$ cat config.mk
export PLATFORM = sky130hd
export DESIGN_NAME = hazard_scoreboard_flat
export DESIGN_NICKNAME = d
export VERILOG_FILES = /design/src/rtl/hazard_scoreboard_if.sv /design/src/rtl/hazard_scoreboard.sv /design/src/flat_wrapper.sv
export SDC_FILE = /design/constraint.sdc
export NUM_CORES = 1
export LEC_CHECK = 0
export ABC_CLOCK_PERIOD_IN_PS = 3390
export CAP_MARGIN = 20
export CORE_UTILIZATION = 35
export DETAILED_ROUTE_END_ITERATION = 7
export PLACE_DENSITY = 0.65
export SKIP_LAST_GASP = 1
export SYNTH_ARGS = -nofsm -noshare
export SYNTH_HDL_FRONTEND = slang
export SYNTH_SLANG_ARGS = --single-unit
$ cat constraint.sdc
create_clock -name clk -period 3.39 [get_ports clk]
set_clock_uncertainty 0.15 [all_clocks]
set_input_delay 0.678 -clock clk [delete_from_list [all_inputs] [get_ports clk]]
set_output_delay 0.678 -clock clk [all_outputs]
set_load 0.05 [all_outputs]
$ cat src/rtl/hazard_scoreboard_if.sv
// Decode/Execute hazard bus: pipeline register fields in, stall/flush/forward controls out.
// The pipeline side uses master; the scoreboard uses slave.
interface hazard_scoreboard_if #(
    parameter int CNT_W = 16
);
    logic [3:0]       RA1D;
    logic [3:0]       RA2D;
    logic [3:0]       RA1E;
    logic [3:0]       RA2E;
    logic [3:0]       RdE;
    logic             RegWriteE;
    logic             MemtoRegE;
    logic             PCSrcE;
    logic             CntClr;
    logic [1:0]       ForwardAE;
    logic [1:0]       ForwardBE;
    logic             StallF;
    logic             StallD;
    logic             FlushD;
    logic             FlushE;
    logic [CNT_W-1:0] StallCount;
    logic [CNT_W-1:0] FlushCount;

    modport master (
        output RA1D, RA2D, RA1E, RA2E, RdE, RegWriteE, MemtoRegE, PCSrcE, CntClr,
        input  ForwardAE, ForwardBE, StallF, StallD, FlushD, FlushE, StallCount, FlushCount
    );

    modport slave (
        input  RA1D, RA2D, RA1E, RA2E, RdE, RegWriteE, MemtoRegE, PCSrcE, CntClr,
        output ForwardAE, ForwardBE, StallF, StallD, FlushD, FlushE, StallCount, FlushCount
    );
endinterface

$ cat src/rtl/hazard_scoreboard.sv
// Hazard/forwarding controller: tracks E->M->W destinations, issues load-use stalls,
// redirect flushes and forwarding selects, with saturating event counters.
module hazard_scoreboard #(
    parameter int         CNT_W  = 16,
    parameter logic [3:0] PC_REG = 4'd15
) (
    input logic clk,
    input logic reset,
    hazard_scoreboard_if.slave hz
);
    logic             validE_q;
    logic             bubbleE_q;
    logic [3:0]       RdM_q;
    logic             RegWriteM_q;
    logic [3:0]       RdW_q;
    logic             RegWriteW_q;
    logic [CNT_W-1:0] stall_cnt_q, stall_cnt_d;
    logic [CNT_W-1:0] flush_cnt_q, flush_cnt_d;

    logic qE, wrE, ldE, brE, ldStall;

    // The E register holds stale/undefined control bits after reset and after a flush,
    // so every raw E control is qualified before use.
    assign qE  = validE_q & ~bubbleE_q;
    assign wrE = hz.RegWriteE & qE;
    assign ldE = hz.MemtoRegE & qE;
    assign brE = hz.PCSrcE & qE;

    assign ldStall = ldE & ((hz.RdE == hz.RA1D) | (hz.RdE == hz.RA2D));

    function automatic logic [1:0] fwd_sel(input logic [3:0] ra);
        if (ra == PC_REG)                    return 2'b00;
        else if (RegWriteM_q && RdM_q == ra) return 2'b10;
        else if (RegWriteW_q && RdW_q == ra) return 2'b01;
        else                                 return 2'b00;
    endfunction

    assign hz.ForwardAE  = fwd_sel(hz.RA1E);
    assign hz.ForwardBE  = fwd_sel(hz.RA2E);
    assign hz.StallF     = ldStall;
    assign hz.StallD     = ldStall;
    assign hz.FlushD     = brE;
    assign hz.FlushE     = ldStall | brE;
    assign hz.StallCount = stall_cnt_q;
    assign hz.FlushCount = flush_cnt_q;

    always_comb begin
        stall_cnt_d = stall_cnt_q;
        flush_cnt_d = flush_cnt_q;
        if (hz.CntClr) begin
            stall_cnt_d = '0;
            flush_cnt_d = '0;
        end else begin
            if (ldStall && stall_cnt_q != '1) stall_cnt_d = stall_cnt_q + 1'b1;
            if (brE && flush_cnt_q != '1)     flush_cnt_d = flush_cnt_q + 1'b1;
        end
    end

    always_ff @(posedge clk or posedge reset) begin
        if (reset) begin
            validE_q    <= 1'b0;
            bubbleE_q   <= 1'b0;
            RdM_q       <= '0;
            RegWriteM_q <= 1'b0;
            RdW_q       <= '0;
            RegWriteW_q <= 1'b0;
            stall_cnt_q <= '0;
            flush_cnt_q <= '0;
        end else begin
            validE_q    <= 1'b1;
            bubbleE_q   <= ldStall | brE;
            RdM_q       <= hz.RdE;
            RegWriteM_q <= wrE;
            RdW_q       <= RdM_q;
            RegWriteW_q <= RegWriteM_q;
            stall_cnt_q <= stall_cnt_d;
            flush_cnt_q <= flush_cnt_d;
        end
    end
endmodule

$ cat src/flat_wrapper.sv
// flat-port wrapper written by rule: the top's interface ports become plain ports
module hazard_scoreboard_flat 
#(
    parameter int         CNT_W  = 16,
    parameter logic [3:0] PC_REG = 4'd15
)
  (clk, reset, hz_RA1D, hz_RA2D, hz_RA1E, hz_RA2E, hz_RdE, hz_RegWriteE, hz_MemtoRegE, hz_PCSrcE, hz_CntClr, hz_ForwardAE, hz_ForwardBE, hz_StallF, hz_StallD, hz_FlushD, hz_FlushE, hz_StallCount, hz_FlushCount);
  hazard_scoreboard_if #(.CNT_W(CNT_W)) hz_i ();
  input logic clk;
  input logic reset;
  input wire logic [$bits(hz_i.RA1D)-1:0] hz_RA1D;
  input wire logic [$bits(hz_i.RA2D)-1:0] hz_RA2D;
  input wire logic [$bits(hz_i.RA1E)-1:0] hz_RA1E;
  input wire logic [$bits(hz_i.RA2E)-1:0] hz_RA2E;
  input wire logic [$bits(hz_i.RdE)-1:0] hz_RdE;
  input wire logic [$bits(hz_i.RegWriteE)-1:0] hz_RegWriteE;
  input wire logic [$bits(hz_i.MemtoRegE)-1:0] hz_MemtoRegE;
  input wire logic [$bits(hz_i.PCSrcE)-1:0] hz_PCSrcE;
  input wire logic [$bits(hz_i.CntClr)-1:0] hz_CntClr;
  output wire logic [$bits(hz_i.ForwardAE)-1:0] hz_ForwardAE;
  output wire logic [$bits(hz_i.ForwardBE)-1:0] hz_ForwardBE;
  output wire logic [$bits(hz_i.StallF)-1:0] hz_StallF;
  output wire logic [$bits(hz_i.StallD)-1:0] hz_StallD;
  output wire logic [$bits(hz_i.FlushD)-1:0] hz_FlushD;
  output wire logic [$bits(hz_i.FlushE)-1:0] hz_FlushE;
  output wire logic [$bits(hz_i.StallCount)-1:0] hz_StallCount;
  output wire logic [$bits(hz_i.FlushCount)-1:0] hz_FlushCount;
  assign hz_i.RA1D = hz_RA1D;
  assign hz_i.RA2D = hz_RA2D;
  assign hz_i.RA1E = hz_RA1E;
  assign hz_i.RA2E = hz_RA2E;
  assign hz_i.RdE = hz_RdE;
  assign hz_i.RegWriteE = hz_RegWriteE;
  assign hz_i.MemtoRegE = hz_MemtoRegE;
  assign hz_i.PCSrcE = hz_PCSrcE;
  assign hz_i.CntClr = hz_CntClr;
  assign hz_ForwardAE = hz_i.ForwardAE;
  assign hz_ForwardBE = hz_i.ForwardBE;
  assign hz_StallF = hz_i.StallF;
  assign hz_StallD = hz_i.StallD;
  assign hz_FlushD = hz_i.FlushD;
  assign hz_FlushE = hz_i.FlushE;
  assign hz_StallCount = hz_i.StallCount;
  assign hz_FlushCount = hz_i.FlushCount;
  hazard_scoreboard #(.CNT_W(CNT_W), .PC_REG(PC_REG)) u_core (.clk(clk), .reset(reset), .hz(hz_i));
endmodule
---- Yosys cells after proc, flatten, opt, wreduce, memory -nomap -nowiden ----
Cells that the tools add are included.
word-level totals
  register bits after elaboration ......... 44
  output and inout port bits .............. 40
operators by class
  $add $sub $neg .......................... 2
  equal/unequal tests ..................... 10
  multiplexer cells ....................... 10
  bitwise logic cells ..................... 8
  reduce and logical (&&, ||, !) cells .... 8
operators by type and width
  kind                                                             count
  16-bit 2-to-1 mux                                                4
  16-bit by 1-bit adder with 16-bit output, second input constant  2
  16-bit != test, second input constant                            2
  4-bit == test                                                    6
  4-bit == test, second input constant                             2
  2-bit 2-to-1 mux                                                 4
  1-bit logical AND                                                6
  1-bit AND                                                        5
  2-bit nonzero test                                               2
  1-bit 2-to-1 mux                                                 2
  1-bit bitwise OR                                                 2
  1-bit inverter                                                   1

---- Depth between registers and ports, before layout ----
  word-level depth ........................ 7
  depth in mapped cells ................... 8
  mapped depth without buffers ............ 6

---- Worst setup path after synthesis ----
OpenSTA, ideal clock, no wires.
  path kind ............................... input to output
  start ................................... in hz_RA2E[2]
  end ..................................... out hz_ForwardBE[1]
  data arrival time ....................... 1.919 ns
  data required time ...................... 2.562 ns
  slack ................................... 0.643 ns
  stages .................................. 4
  path through ............................ xor2_1 > nor3_1 > nand3_1 > a41oi_1
between the ends
  cells in the longest elaborated chain, start to end .. 4
RTL lines
  element               RTL line                 text
  start, declared       flat_wrapper.sv:14       input wire logic [$bits(hz_i.RA2E)-1:0] hz_RA2E;
  4-bit == test         hazard_scoreboard.sv:33  else if (RegWriteM_q && RdM_q == ra) return 2'b10;
  1-bit logical AND     hazard_scoreboard.sv:33
  2-bit 2-to-1 mux      hazard_scoreboard.sv:33
  2-bit 2-to-1 mux (*)  hazard_scoreboard.sv:32  if (ra == PC_REG) return 2'b00;
  end, declared         flat_wrapper.sv:21       output wire logic [$bits(hz_i.ForwardBE)-1:0] hz_ForwardBE;
Every way passes the cells marked *; elsewhere a longest branch is shown, timed or not.

---- Final worst setup path ----
  start ................................... in hz_RA1E[3]
  end ..................................... out hz_ForwardAE[1]
between the ends
  cells in the longest elaborated chain, start to end .. 4
RTL lines
  element               RTL line                 text
  start, declared       flat_wrapper.sv:13       input wire logic [$bits(hz_i.RA1E)-1:0] hz_RA1E;
  4-bit == test         hazard_scoreboard.sv:33
  1-bit logical AND     hazard_scoreboard.sv:33
  2-bit 2-to-1 mux      hazard_scoreboard.sv:33
  2-bit 2-to-1 mux (*)  hazard_scoreboard.sv:32
  end, declared         flat_wrapper.sv:20       output wire logic [$bits(hz_i.ForwardAE)-1:0] hz_ForwardAE;
Marked as above.

==> results by stage <==
Die:
- In this run the vertical extent of the chip is 85.5 um.
- The floorplan die area is 0.00731 mm^2.
- The die is 85.5 um wide.
- 66 I/O pins were placed.
- The floorplan row count is 30.
- The initial cell density of the core is 36.1%.
- The standard cell core area is 0.00676 mm^2.

Clock tree:
- TritonCTS built the clock tree.
- The total number of H-tree levels is 2.
- In this run, post-CTS repair resized a total of 0 instances.
- The number of clock buffers added by TritonCTS is 5.
- The clock latency at the later pin of the worst-skew pair is 300 ps.
- Clock-pin slew was measured on the worst setup and hold paths at 80 ps.
- In this run the deepest clock path goes through 2 buffers.
- The number of hold buffers added after CTS was 0.
- The cell chosen for the clock root is clkbuf_8.
- The clock sink total is 44.
- After clock tree synthesis, the setup repair step added 0 buffers.

Critical path:
- The sort of element at the start of the critical path is an input pin.
- The worst setup path is captured at a primary output.
- The data arrival at the endpoint of the critical path is 2400 ps.
- For the worst setup path, the data required time is 2560 ps.
- Along the worst path, the maximum fanout reaches 4.
- The kind of critical path is in -> out.

Synthesis:
- Each instance of the synthesized netlist takes up on average 9.50 um^2.
- The count of different cell masters after synthesis is 50.
- The Yosys step of the flow raised 0 warnings.
- The fraction of registers with async set or reset after synthesis is 100%.
- The synthesized netlist net count is 285.
- The post-synthesis cell count is 257.
- Counting flops with a built-in enable in the synthesized netlist gives 0.
- After synthesis, flip-flops and latches occupy 45.1% of the total area.
- After synthesis the netlist holds a flip-flop and latch count of 44.
- For this run, the leading register cell type out of synthesis is dfrtp_1.
- The post-synth design cell area is 0.00244 mm^2.

Routing:
- For this run, the detailed router's first-pass iteration total came to 6.
- The total length of routed wires is 5800 um.
- After detailed routing, the number of remaining DRC violations is 1.
- Detailed routing placed a total of 2680 um of wire on met2.
- The number of design-rule violations left by the first detailed-router iteration is 64.
- The via count is 2161.
- The count of nets left with antenna violations once routing finished came out at 0.
- After detailed routing, the wire length on met1 is 2780 um.
- After detailed routing, the met3 layer carries 264 um of wire.
- Using the TritonRoute via totals, the vias-per-cell ratio works out to 5.35.
- The highest metal layer with signal wires is met4.
- The final routed wire length divided by cell count is 14.3 um.

STA:
- The time the worst path needs with I/O delays and setup is 3230 ps.
- Setup violations remaining at the end of the flow were counted as 0.
- The highest clock rate is 310 MHz.
- Adding up every negative setup slack in the final design gives 0 ps.
- The count of final max-slew check failures is 0.
- Headroom to the max-slew limit came out at 52.9%.
- The final number of hold-violating endpoints came to 0.
- Setup repair after global routing left no endpoint under its margin.
- The transition at the pin with the smallest max-transition slack is 697 ps.
- The share of the clock period used by the worst path after layout is 95.2%.

Global routing:
- The total overflow left after global routing is 0.
- The number of antenna violations at the first check in global routing was 0.
- The maximum number of pins on one net before global-route repair is 45.
- The global-route wire length before repair is 9590 um.
- The total global routing track utilization is 16.4%.
- The via count of the first global-routing pass is 2025.

Layout:
- The number of filler instances in the final layout is 644.
- The share of layout cells above drive strength 1 is 8.64%.
- The net count of the finished layout is 351.
- The multi-input logic area is 0.00126 mm^2.
- The total inserted antenna cells is 0.
- The non-filler instance count after layout is 404.
- Registers take 0.00110 mm^2.
- Compared with the post-synthesis result, the final layout area differs by 36.6%.

Status:
- The checks that failed: DRC.
- The run finished, with violations left.

Place:
- The placer congestion estimate is 0.832.
- The quantity of I/O buffers inserted on ports is 65.
- Detailed placement finished with a half-perimeter wire length of 4130 um.
- After detailed placement, the design holds a cell count of 396.

Pwr:
- The peak supply drop is 0.149 mV.
- Summed over all cells, the static leakage comes to 0.00134 uW.
- The total power per unit cell area is 322 mW/mm^2.

Job:
- The number of maximum-capacitance constraint violations is 0.

Min path:
- In this run the worst hold path is classified as reg -> reg.
[cells in the mapped netlist, types with 2 or more instances]
| library cell | count | area share [%] |
|---|---|---|
| or3_1 | 6 | 1.5 |
| nand3_1 | 15 | 3.1 |
| nor4_1 | 3 | 0.77 |
| nand2_1 | 17 | 2.6 |
| nor2b_1 | 5 | 1.3 |
| buf_2 | 3 | 0.61 |
| o211ai_1 | 4 | 1.2 |
| clkbuf_1 | 5 | 0.77 |
| nor2_1 | 21 | 3.2 |
| ha_1 | 2 | 1.0 |
| o31ai_1 | 5 | 1.5 |
| nand4_1 | 7 | 1.8 |
| mux2i_1 | 4 | 1.6 |
| and3_1 | 5 | 1.3 |
| mux2_2 | 3 | 1.4 |
| nor3_1 | 6 | 1.2 |
| and4_1 | 3 | 1.1 |
| xnor2_1 | 13 | 4.7 |
| o21a_1 | 2 | 0.61 |
| nand3b_1 | 3 | 0.92 |
| o2111ai_1 | 2 | 0.72 |
| dfrtp_1 | 44 | 45 |
| o21ai_0 | 15 | 3.1 |
| inv_1 | 8 | 1.2 |
| xor2_1 | 15 | 5.4 |
| a21oi_1 | 13 | 2.7 |
| or4_1 | 5 | 1.5 |
[critical path, stage by stage]
cell             delay, ps
clkdlybuf4s50_1        540
o22ai_1                 90
a2111oi_0              510
o211a_1                260
o21a_1                 170
buf_12                 140
[final cells by class]
| type | instances | area share, % |
|---|---|---|
| inverter | 8 | 0.900 |
| sequential | 44 | 33.0 |
| tap | 80 | 3.00 |
| multi-input combinational | 195 | 37.7 |
| timing repair buffer | 69 | 22.1 |
| clock inverter | 3 | 1.28 |
| clock buffer | 5 | 2.06 |
[cell families after synthesis]
family | synth area share [%]
AND/OR/NAND/NOR | 24.1
AO/OA/AOI/OAI | 13.2
flip-flops | 45.1
XOR/XNOR | 10.0
buffers and inverters | 3.38
multiplexers | 3.02
adder cells (fa/ha/maj) | 1.02
other | 0.154
[worst paths after layout]
| path | start | to | slack (ps) | cells past startpoint |
|---|---|---|---|---|
| setup / recovery | hz_RA1E[3] | hz_ForwardAE[1] | 160 | 6 |
| hold / removal | u_core.RegWriteM_q | u_core.RegWriteW_q | 280 | 0 |
| setup reg to reg | u_core.hz.StallCount[0] | u_core.hz.StallCount[12] | 1140 | 5 |
| hold reg to reg | u_core.RegWriteM_q | u_core.RegWriteW_q | 280 | 0 |
| max in group asynchronous | reset | u_core.hz.FlushCount[1] | 2030 | 3 |
| min in group asynchronous | reset | u_core.hz.StallCount[6] | 680 | 3 |
[layout by cell type, fill, tap and decap left out, drive strengths merged, types with 3 or more instances in the layout]
cell type / netlist / routed
clkdlybuf4s50: 0 / 57
mux2i: 4 / 4
dfrtp: 44 / 44
o211ai: 4 / 4
mux2: 3 / 3
nand2: 17 / 17
nor3: 6 / 6
xor2: 15 / 15
nor4: 3 / 3
inv: 8 / 7
nand3: 16 / 16
and3: 5 / 5
nor2: 22 / 22
xnor2: 13 / 13
and4: 3 / 3
nor2b: 5 / 5
or4: 6 / 6
nand3b: 3 / 3
o31ai: 5 / 5
o21ai: 15 / 15
or3: 7 / 7
clkbuf: 5 / 5
buf: 5 / 12
a21oi: 13 / 13
nand4: 7 / 7
[routing by layer]
layer	track usage, %	vias to the layer above
met4	5.15	0
met1	22.9	1041
met3	3.27	5
li1	-	1062
met2	25.8	53
met5	0	-
[metrics by stage]
step / worst slack [ps] / util (%) / area [um^2] / power [uW] / hold WS [ps]
5_1_grt: 124 / 49.4 / 3340 / 1130 / 308
6_report: 161 / 49.4 / 3340 / 1070 / 282
3_3_place_gp: 356 / 47.7 / 3220 / 683 / 271
4_1_cts: 172 / 49.4 / 3340 / 1090 / 292
3_5_place_dp: 190 / 47.7 / 3220 / 684 / 278
2_1_floorplan: 643 / - / 2440 / 618 / 223
[state kept, by name, summed over array words and instances (netlist names)]
signal	flops
u_core.hz.FlushCount	16
u_core.hz.StallCount	16
u_core.RdM_q	4
u_core.RdW_q	4
u_core.RegWriteM_q	1
u_core.RegWriteW_q	1
u_core.bubbleE_q	1
u_core.validE_q	1
[where the power goes]
| group | internal (uW) | leakage (uW) | switching (uW) |
|---|---|---|---|
| sequential | 534 | 0.000591 | 10.2 |
| clock | 218 | 0.0000541 | 184 |
| combinational | 60.1 | 0.000696 | 68.2 |
No activity file was read; power rests on OpenSTA's default activity.
